### config.mk
export PLATFORM = sky130hd
export DESIGN_NAME = mem_port_arb
export DESIGN_NICKNAME = d
export VERILOG_FILES = /design/src/rtl/mem_port_arb_pkg.sv /design/src/rtl/mem_port_wdog.sv /design/src/rtl/mem_port_arb.sv
export SDC_FILE = /design/constraint.sdc
export NUM_CORES = 1
export LEC_CHECK = 0
export BUFFER_PORTS_ARGS = -buffer_cell sky130_fd_sc_hd__buf_2
export CAP_MARGIN = 20
export CORE_ASPECT_RATIO = 1.1
export CORE_MARGIN = 2
export CORE_UTILIZATION = 46
export CTS_CLUSTER_SIZE = 12
export DETAILED_ROUTE_END_ITERATION = 6
export MAX_ROUTING_LAYER = met4
export PLACE_DENSITY = 0.85
export SETUP_SLACK_MARGIN = 0.3
export SYNTH_ARGS = -nofsm -noshare
export SYNTH_HDL_FRONTEND = slang
export SYNTH_HIERARCHICAL = 1
export SYNTH_SLANG_ARGS = --single-unit
### constraint.sdc
create_clock -name iw_clk -period 2 [get_ports iw_clk]
set_input_delay 0.1 -clock iw_clk [delete_from_list [all_inputs] [get_ports iw_clk]]
set_output_delay 0.1 -clock iw_clk [all_outputs]
set_load 0.01 [all_outputs]
### src/rtl/mem_port_arb_pkg.sv
// Shared types for the IF/MA memory port arbiter: state encoding, requester IDs, width defaults.
package mem_port_arb_pkg;

  localparam int unsigned ADDR_WIDTH_DEF = 24;
  localparam int unsigned DATA_WIDTH_DEF = 24;

  typedef enum logic [1:0] {
    ST_IDLE    = 2'd0,
    ST_BUSY_IF = 2'd1,
    ST_BUSY_MA = 2'd2
  } arb_state_e;

  typedef enum logic {
    REQ_IF = 1'b0,
    REQ_MA = 1'b1
  } req_id_e;

  // A limit of 0 disables the guard entirely (pure MA priority).
  function automatic logic starve_hit(input int unsigned cnt, input int unsigned lim);
    return (lim != 0) && (cnt == lim);
  endfunction

endpackage

### src/rtl/mem_port_wdog.sv
// Wait-state watchdog for the memory port arbiter; only built when DIAD_MEMARB_TIMEOUT_EN is defined.
`ifdef DIAD_MEMARB_TIMEOUT_EN
module mem_port_wdog #(
  parameter int unsigned CYCLES = 64
) (
  input  logic clk_i,
  input  logic rst_ni,
  input  logic start_i,
  input  logic clear_i,
  output logic expire_o
);
  localparam int unsigned CW = (CYCLES > 1) ? $clog2(CYCLES) : 1;

  logic [CW-1:0] cnt_q, cnt_d;
  logic          armed_q, armed_d;

  // Loaded with CYCLES-1 so expire lands on the CYCLES-th busy cycle.
  always_comb begin
    cnt_d   = cnt_q;
    armed_d = armed_q;
    if (start_i) begin
      cnt_d   = CW'(CYCLES - 1);
      armed_d = 1'b1;
    end else if (clear_i) begin
      armed_d = 1'b0;
    end else if (armed_q && (cnt_q != '0)) begin
      cnt_d = cnt_q - 1'b1;
    end
  end

  always_ff @(posedge clk_i) begin
    if (!rst_ni) begin
      cnt_q   <= '0;
      armed_q <= 1'b0;
    end else begin
      cnt_q   <= cnt_d;
      armed_q <= armed_d;
    end
  end

  assign expire_o = armed_q && (cnt_q == '0);

endmodule
`endif

### src/rtl/mem_port_arb.sv
// Shared memory port arbiter between IF and MA: MA priority, IF starvation guard, registered handshakes.
// Define DIAD_MEMARB_TIMEOUT_EN to abort transactions that wait too long for iw_mem_ready.
module mem_port_arb
  import mem_port_arb_pkg::*;
#(
  parameter int unsigned ADDR_WIDTH     = ADDR_WIDTH_DEF,
  parameter int unsigned DATA_WIDTH     = DATA_WIDTH_DEF,
  parameter int unsigned STARVE_MAX     = 4,
  parameter int unsigned TIMEOUT_CYCLES = 64
) (
  input  logic                  iw_clk,
  input  logic                  iw_rst,
  input  logic                  iw_if_req,
  input  logic [ADDR_WIDTH-1:0] iw_if_addr,
  output logic                  ow_if_gnt,
  output logic                  ow_if_rvalid,
  output logic [DATA_WIDTH-1:0] ow_if_rdata,
  output logic                  ow_stall_if,
  input  logic                  iw_ma_req,
  input  logic                  iw_ma_we,
  input  logic [ADDR_WIDTH-1:0] iw_ma_addr,
  input  logic [DATA_WIDTH-1:0] iw_ma_wdata,
  output logic                  ow_ma_gnt,
  output logic                  ow_ma_rvalid,
  output logic [DATA_WIDTH-1:0] ow_ma_rdata,
  output logic                  ow_stall_ma,
  output logic                  ow_mem_en,
  output logic                  ow_mem_we,
  output logic [ADDR_WIDTH-1:0] ow_mem_addr,
  output logic [DATA_WIDTH-1:0] ow_mem_wdata,
  input  logic [DATA_WIDTH-1:0] iw_mem_rdata,
  input  logic                  iw_mem_ready,
  output logic                  ow_err
);
  localparam int unsigned   SW         = (STARVE_MAX > 0) ? $clog2(STARVE_MAX + 1) : 1;
  localparam logic [SW-1:0] STARVE_LIM = SW'(STARVE_MAX);

  arb_state_e            state_q, state_d;
  logic [SW-1:0]         starve_q, starve_d;
  logic                  if_gnt_q, if_gnt_d, ma_gnt_q, ma_gnt_d;
  logic                  if_rvalid_q, if_rvalid_d, ma_rvalid_q, ma_rvalid_d;
  logic                  err_q, err_d;
  logic [DATA_WIDTH-1:0] if_rdata_q, if_rdata_d, ma_rdata_q, ma_rdata_d;
  logic [DATA_WIDTH-1:0] mem_wdata_q, mem_wdata_d;
  logic [ADDR_WIDTH-1:0] mem_addr_q, mem_addr_d;
  logic                  mem_en_q, mem_en_d, mem_we_q, mem_we_d;
  logic                  eff_if, eff_ma, if_wins, wd_expire, done;

  // A requester completing this cycle must not be re-granted on its stale request.
  assign eff_if  = iw_if_req & ~if_rvalid_q;
  assign eff_ma  = iw_ma_req & ~ma_rvalid_q;
  assign if_wins = eff_if & (~eff_ma | starve_hit(32'(starve_q), STARVE_MAX));
  assign done    = iw_mem_ready | wd_expire;

`ifdef DIAD_MEMARB_TIMEOUT_EN
  mem_port_wdog #(
    .CYCLES (TIMEOUT_CYCLES)
  ) u_wdog (
    .clk_i    (iw_clk),
    .rst_ni   (iw_rst),
    .start_i  (if_gnt_d | ma_gnt_d),
    .clear_i  (if_rvalid_d | ma_rvalid_d),
    .expire_o (wd_expire)
  );
`else
  assign wd_expire = 1'b0;
`endif

  always_comb begin
    state_d     = state_q;
    starve_d    = starve_q;
    if_gnt_d    = 1'b0;
    ma_gnt_d    = 1'b0;
    if_rvalid_d = 1'b0;
    ma_rvalid_d = 1'b0;
    err_d       = 1'b0;
    if_rdata_d  = if_rdata_q;
    ma_rdata_d  = ma_rdata_q;
    mem_en_d    = mem_en_q;
    mem_we_d    = mem_we_q;
    mem_addr_d  = mem_addr_q;
    mem_wdata_d = mem_wdata_q;
    unique case (state_q)
      ST_IDLE: begin
        if (if_wins) begin
          state_d     = ST_BUSY_IF;
          if_gnt_d    = 1'b1;
          starve_d    = '0;
          mem_en_d    = 1'b1;
          mem_we_d    = 1'b0;
          mem_addr_d  = iw_if_addr;
          mem_wdata_d = '0;
        end else if (eff_ma) begin
          state_d     = ST_BUSY_MA;
          ma_gnt_d    = 1'b1;
          mem_en_d    = 1'b1;
          mem_we_d    = iw_ma_we;
          mem_addr_d  = iw_ma_addr;
          mem_wdata_d = iw_ma_wdata;
          if (!iw_if_req)                starve_d = '0;
          else if (starve_q != STARVE_LIM) starve_d = starve_q + 1'b1;
        end
      end
      ST_BUSY_IF: begin
        if (done) begin
          state_d     = ST_IDLE;
          if_rvalid_d = 1'b1;
          err_d       = ~iw_mem_ready;
          if_rdata_d  = iw_mem_ready ? iw_mem_rdata : '0;
          mem_en_d    = 1'b0;
          mem_we_d    = 1'b0;
        end
      end
      ST_BUSY_MA: begin
        if (done) begin
          state_d     = ST_IDLE;
          ma_rvalid_d = 1'b1;
          err_d       = ~iw_mem_ready;
          ma_rdata_d  = (iw_mem_ready & ~mem_we_q) ? iw_mem_rdata : '0;
          mem_en_d    = 1'b0;
          mem_we_d    = 1'b0;
        end
      end
      default: state_d = ST_IDLE;
    endcase
  end

  always_ff @(posedge iw_clk) begin
    if (!iw_rst) begin
      state_q     <= ST_IDLE;
      starve_q    <= '0;
      if_gnt_q    <= 1'b0;
      ma_gnt_q    <= 1'b0;
      if_rvalid_q <= 1'b0;
      ma_rvalid_q <= 1'b0;
      err_q       <= 1'b0;
      if_rdata_q  <= '0;
      ma_rdata_q  <= '0;
      mem_en_q    <= 1'b0;
      mem_we_q    <= 1'b0;
      mem_addr_q  <= '0;
      mem_wdata_q <= '0;
    end else begin
      state_q     <= state_d;
      starve_q    <= starve_d;
      if_gnt_q    <= if_gnt_d;
      ma_gnt_q    <= ma_gnt_d;
      if_rvalid_q <= if_rvalid_d;
      ma_rvalid_q <= ma_rvalid_d;
      err_q       <= err_d;
      if_rdata_q  <= if_rdata_d;
      ma_rdata_q  <= ma_rdata_d;
      mem_en_q    <= mem_en_d;
      mem_we_q    <= mem_we_d;
      mem_addr_q  <= mem_addr_d;
      mem_wdata_q <= mem_wdata_d;
    end
  end

  assign ow_if_gnt    = if_gnt_q;
  assign ow_if_rvalid = if_rvalid_q;
  assign ow_if_rdata  = if_rdata_q;
  assign ow_stall_if  = iw_if_req & ~if_rvalid_q;
  assign ow_ma_gnt    = ma_gnt_q;
  assign ow_ma_rvalid = ma_rvalid_q;
  assign ow_ma_rdata  = ma_rdata_q;
  assign ow_stall_ma  = iw_ma_req & ~ma_rvalid_q;
  assign ow_mem_en    = mem_en_q;
  assign ow_mem_we    = mem_we_q;
  assign ow_mem_addr  = mem_addr_q;
  assign ow_mem_wdata = mem_wdata_q;
  assign ow_err       = err_q;

endmodule

==> results by group <==
Status
  • Status: complete, no violations

Place
  • Pre-CTS setup slack: ~0.22 ns
  • Detailed Place HPWL: roughly 8000 um
  • Post-DP Area: ~0.0053 sq mm
  • Placed cells: between 700 and 800
  • Placer Congestion: a little over 0.8
  • Port Buf Inserts: ~200

Worst setup path
  • Worst R2R Start: starve_q[0]
  • Critical Path Slowest Stage Cell: dfxtp_2
  • CP startpoint: starve_q[0]
  • Worst path cell trace: inv_1 -> ha_1 -> nand2_1 -> a21oi_2 -> buf_4 -> nand2_1 -> a31oi_1
  • Worst setup endpoint: ow_mem_addr[5]
  • Register-to-Register Setup Slack: about 0.32 ns
  • R2R Path End: ow_mem_addr[5]
  • Worst Path Max Fanout: 24
  • Worst Path Required: roughly 2.3 ns
  • CP peak stage delay: 0.35 ns
  • WS Path Type: reg2reg
  • Worst path arrival time: just under 2 ns
  • CP endpoint kind: register
  • Worst Setup Start Kind: register
  • Worst-case reg-to-reg path depth: 7
  • Most frequent CP cell: nand2_1

GRT
  • Maximum number of pins on one net before global-route repair: between 40 and 50
  • Vias in the first global route: ~4700
  • Gr usage total: 0.288
  • Initial antenna violation count: 1
  • First-pass GRT wire length: around 22000 um
  • Overflow after GRT: 0

Finish
  • Most frequent cells in the layout: buf_2 (206), nand2_1 (109), dfxtp_1 (107)
  • Fin nets: around 850
  • Final Util: 0.718
  • Layout cells sized above 1: 0.321
  • Synth-to-layout area growth: 52.0%
  • Layout fillers: slightly below 600
  • Commonest non-fill, non-tap cell in the layout: buf_2
  • Final non-filler cell total: between 800 and 900
  • Final Cell Area: 0.00637 sq mm

CTS
  • Max clock buf depth: 2
  • Clock sink count: around 110
  • CTS buffer count: 9
  • H-tree Lvls: 3
  • Clk_lat worst skew: ~0.37 ns
  • CTS tree: yes
  • CTS clk-pin slew, worst paths: between 0.1 and 0.15 ns
  • Root Driver: clkbuf_8

Routing
  • DR pass1 iterations: 5
  • Post-DR vias/cell: between 5 and 6
  • Drt drc: 0
  • Total Routed Length: approximately 14000 um
  • Max Used Layer: met4
  • Detailed Route Iter0 Violations: 300
  • Routed length on met2: 7270 um
  • Routed Antenna Nets: 0
  • Routed len/inst: approximately 17 um
  • WL met3: roughly 1300 um
  • Via count: 4710
  • WL met1: roughly 5200 um

Power
  • Sw frac: 0.306
  • Worst VDD drop: approximately 0.53 mV
  • Flop pwr share: 0.498
  • Switching power: between 1.5 and 2 mW
  • Leakage: between 2 and 3 nW
  • Power share of the clock group: 0.263
  • Cell Int Power: 3.43 mW
  • Power Total: 4.94 mW
  • Comb pwr share: 0.239
  • Power Density: ~780 mW/mm^2

Worst hold path
  • Hold path depth: 3
  • Hold WC Path Type: in2reg

Timing
  • Hold_ws: roughly 0.0011 ns
  • Fin. max-slew vios: 0
  • Max Clk Rate: slightly below 600 MHz
  • Unrepaired setup endpoints after global routing: false
  • Hold Violations, Final: 0
  • Final WS setup: 0.316 ns
  • Clock Skews: about 0.02 ns
  • Crit share post-route: 0.842
  • Total Neg Setup Slack: 0 ns
  • Final setup fails: 0
  • Final min period: ~1.7 ns

Logic synthesis
  • Mapped Cells: between 400 and 500
  • Syn Std Cell Area: between 0.004 and 0.005 sq mm
  • Syn_nets: about 580
  • Distinct cells, synth: 33
  • Top FF cell, synth: dfxtp_1
  • Synthesis Warnings: 6
  • Post-synth EDFFs: 0
  • Syn Area/Cell: 8.94 sq um
  • Sequential element share of the synthesized area: 0.516
  • #FFs+latches synth: 108
  • Async set-reset flop share out of synthesis: 0

Floorplanning
  • Die area: roughly 0.0099 sq mm
  • FP Rows: 36
  • Core area: between 0.008 and 0.009 sq mm
  • Die extent in y: 104 um
  • Initial core utilization: 0.472
  • I/O Pins: slightly above 200
  • Die extent in x: 95.0 um

Run
  • Max-cap violations: 0
-- flip-flops by register name, indices dropped and copies added (netlist names), 2 cells and up --
name,count
ow_if_rdata,24
ow_ma_rdata,24
ow_mem_addr,24
ow_mem_wdata,24
starve_q,3
state_q,2
-- logic make-up (layout without fill, tap and decap cells) --
kind of cell / count (synthesis) / count (layout) / share of synthesized area
DFF: 108 / 108 / 0.516
buffers and inverters: 47 / 329 / 0.0516
other: 1 / 2 / 0.000895
muxes: 2 / 2 / 0.00478
AOI/OAI and AO/OA: 136 / 136 / 0.215
adders and majority gates: 5 / 5 / 0.0149
and+or+nand+nor: 170 / 170 / 0.197
-- area by class of cell --
class | instances | area [sq um] | area share
Inverter | 9 | 33.8 | 0.00530
Antenna cell | 1 | 2.50 | 0.000393
Sequential cell | 108 | 2160 | 0.340
Timing Repair Buffer | 304 | 2020 | 0.316
Tap cell | 114 | 143 | 0.0224
Clock buffer | 11 | 151 | 0.0238
Clock inverter | 5 | 45.0 | 0.00707
Multi-Input combinational cell | 314 | 1820 | 0.285
-- worst max-delay path: cells and delay by family (launching register included) --
| kind | cells | cell delay [ns] |
|---|---|---|
| adders and majority gates | 1 | 0.16 |
| and+or+nand+nor | 2 | 0.27 |
| AOI/OAI and AO/OA | 2 | 0.44 |
| buffers and inverters | 2 | 0.38 |
| DFF | 1 | 0.35 |
-- cell usage after synthesis, drive strengths merged, types with 2 or more instances --
master,number,area [sq um]
and3,3,18.8
clkbuf,21,78.8
a31oi,25,156
a21boi,25,199
a22o,25,219
dfxtp,108,2160
nand2,109,409
nor2,2,7.51
nand2b,2,22.5
o21ai,28,140
o22ai,2,12.5
mux2i,2,20.0
buf,17,104
nor2b,26,163
inv,9,33.8
ha,5,62.6
a21oi,26,134
nor3b,24,180
nand4,2,12.5
-- per-layer routing --
metal	up-vias	track usage
met5	-	-
met4	0	0.130
met3	58	0.0652
met2	315	0.497
met1	2179	0.308
li1	2158	-
-- worst min path at each step --
stage                    start                to  slack, ns
4_1_cts         iw_if_addr[12]   ow_mem_addr[12]     0.0002
2_1_floorplan  iw_ma_wdata[16]  ow_mem_wdata[16]       0.23
3_3_place_gp    iw_ma_wdata[4]   ow_mem_wdata[4]       0.31
6_report        iw_ma_addr[12]   ow_mem_addr[12]      0.001
3_5_place_dp   iw_ma_wdata[17]  ow_mem_wdata[17]       0.32
5_1_grt         iw_ma_addr[12]   ow_mem_addr[12]      0.002
-- power groups by stage --
stage | clock network, mW | registers [mW] | logic, mW
6_report | 1.30 | 2.46 | 1.18
5_1_grt | 1.40 | 2.48 | 1.27
4_1_cts | 1.31 | 2.45 | 1.10
3_5_place_dp | 0 | 2.49 | 0.961
3_3_place_gp | 0 | 2.49 | 0.930
2_1_floorplan | 0 | 2.57 | 0.480
-- timing repair --
item                       4_1_cts  5_1_grt
pin swaps                        0        1
buffers inserted                 2        0
hold endpoints to repair        67        1
hold buffers                    83        2
gates resized for setup          1        7
setup endpoints to repair       46       52
No activity file was read; power rests on OpenSTA's default activity.
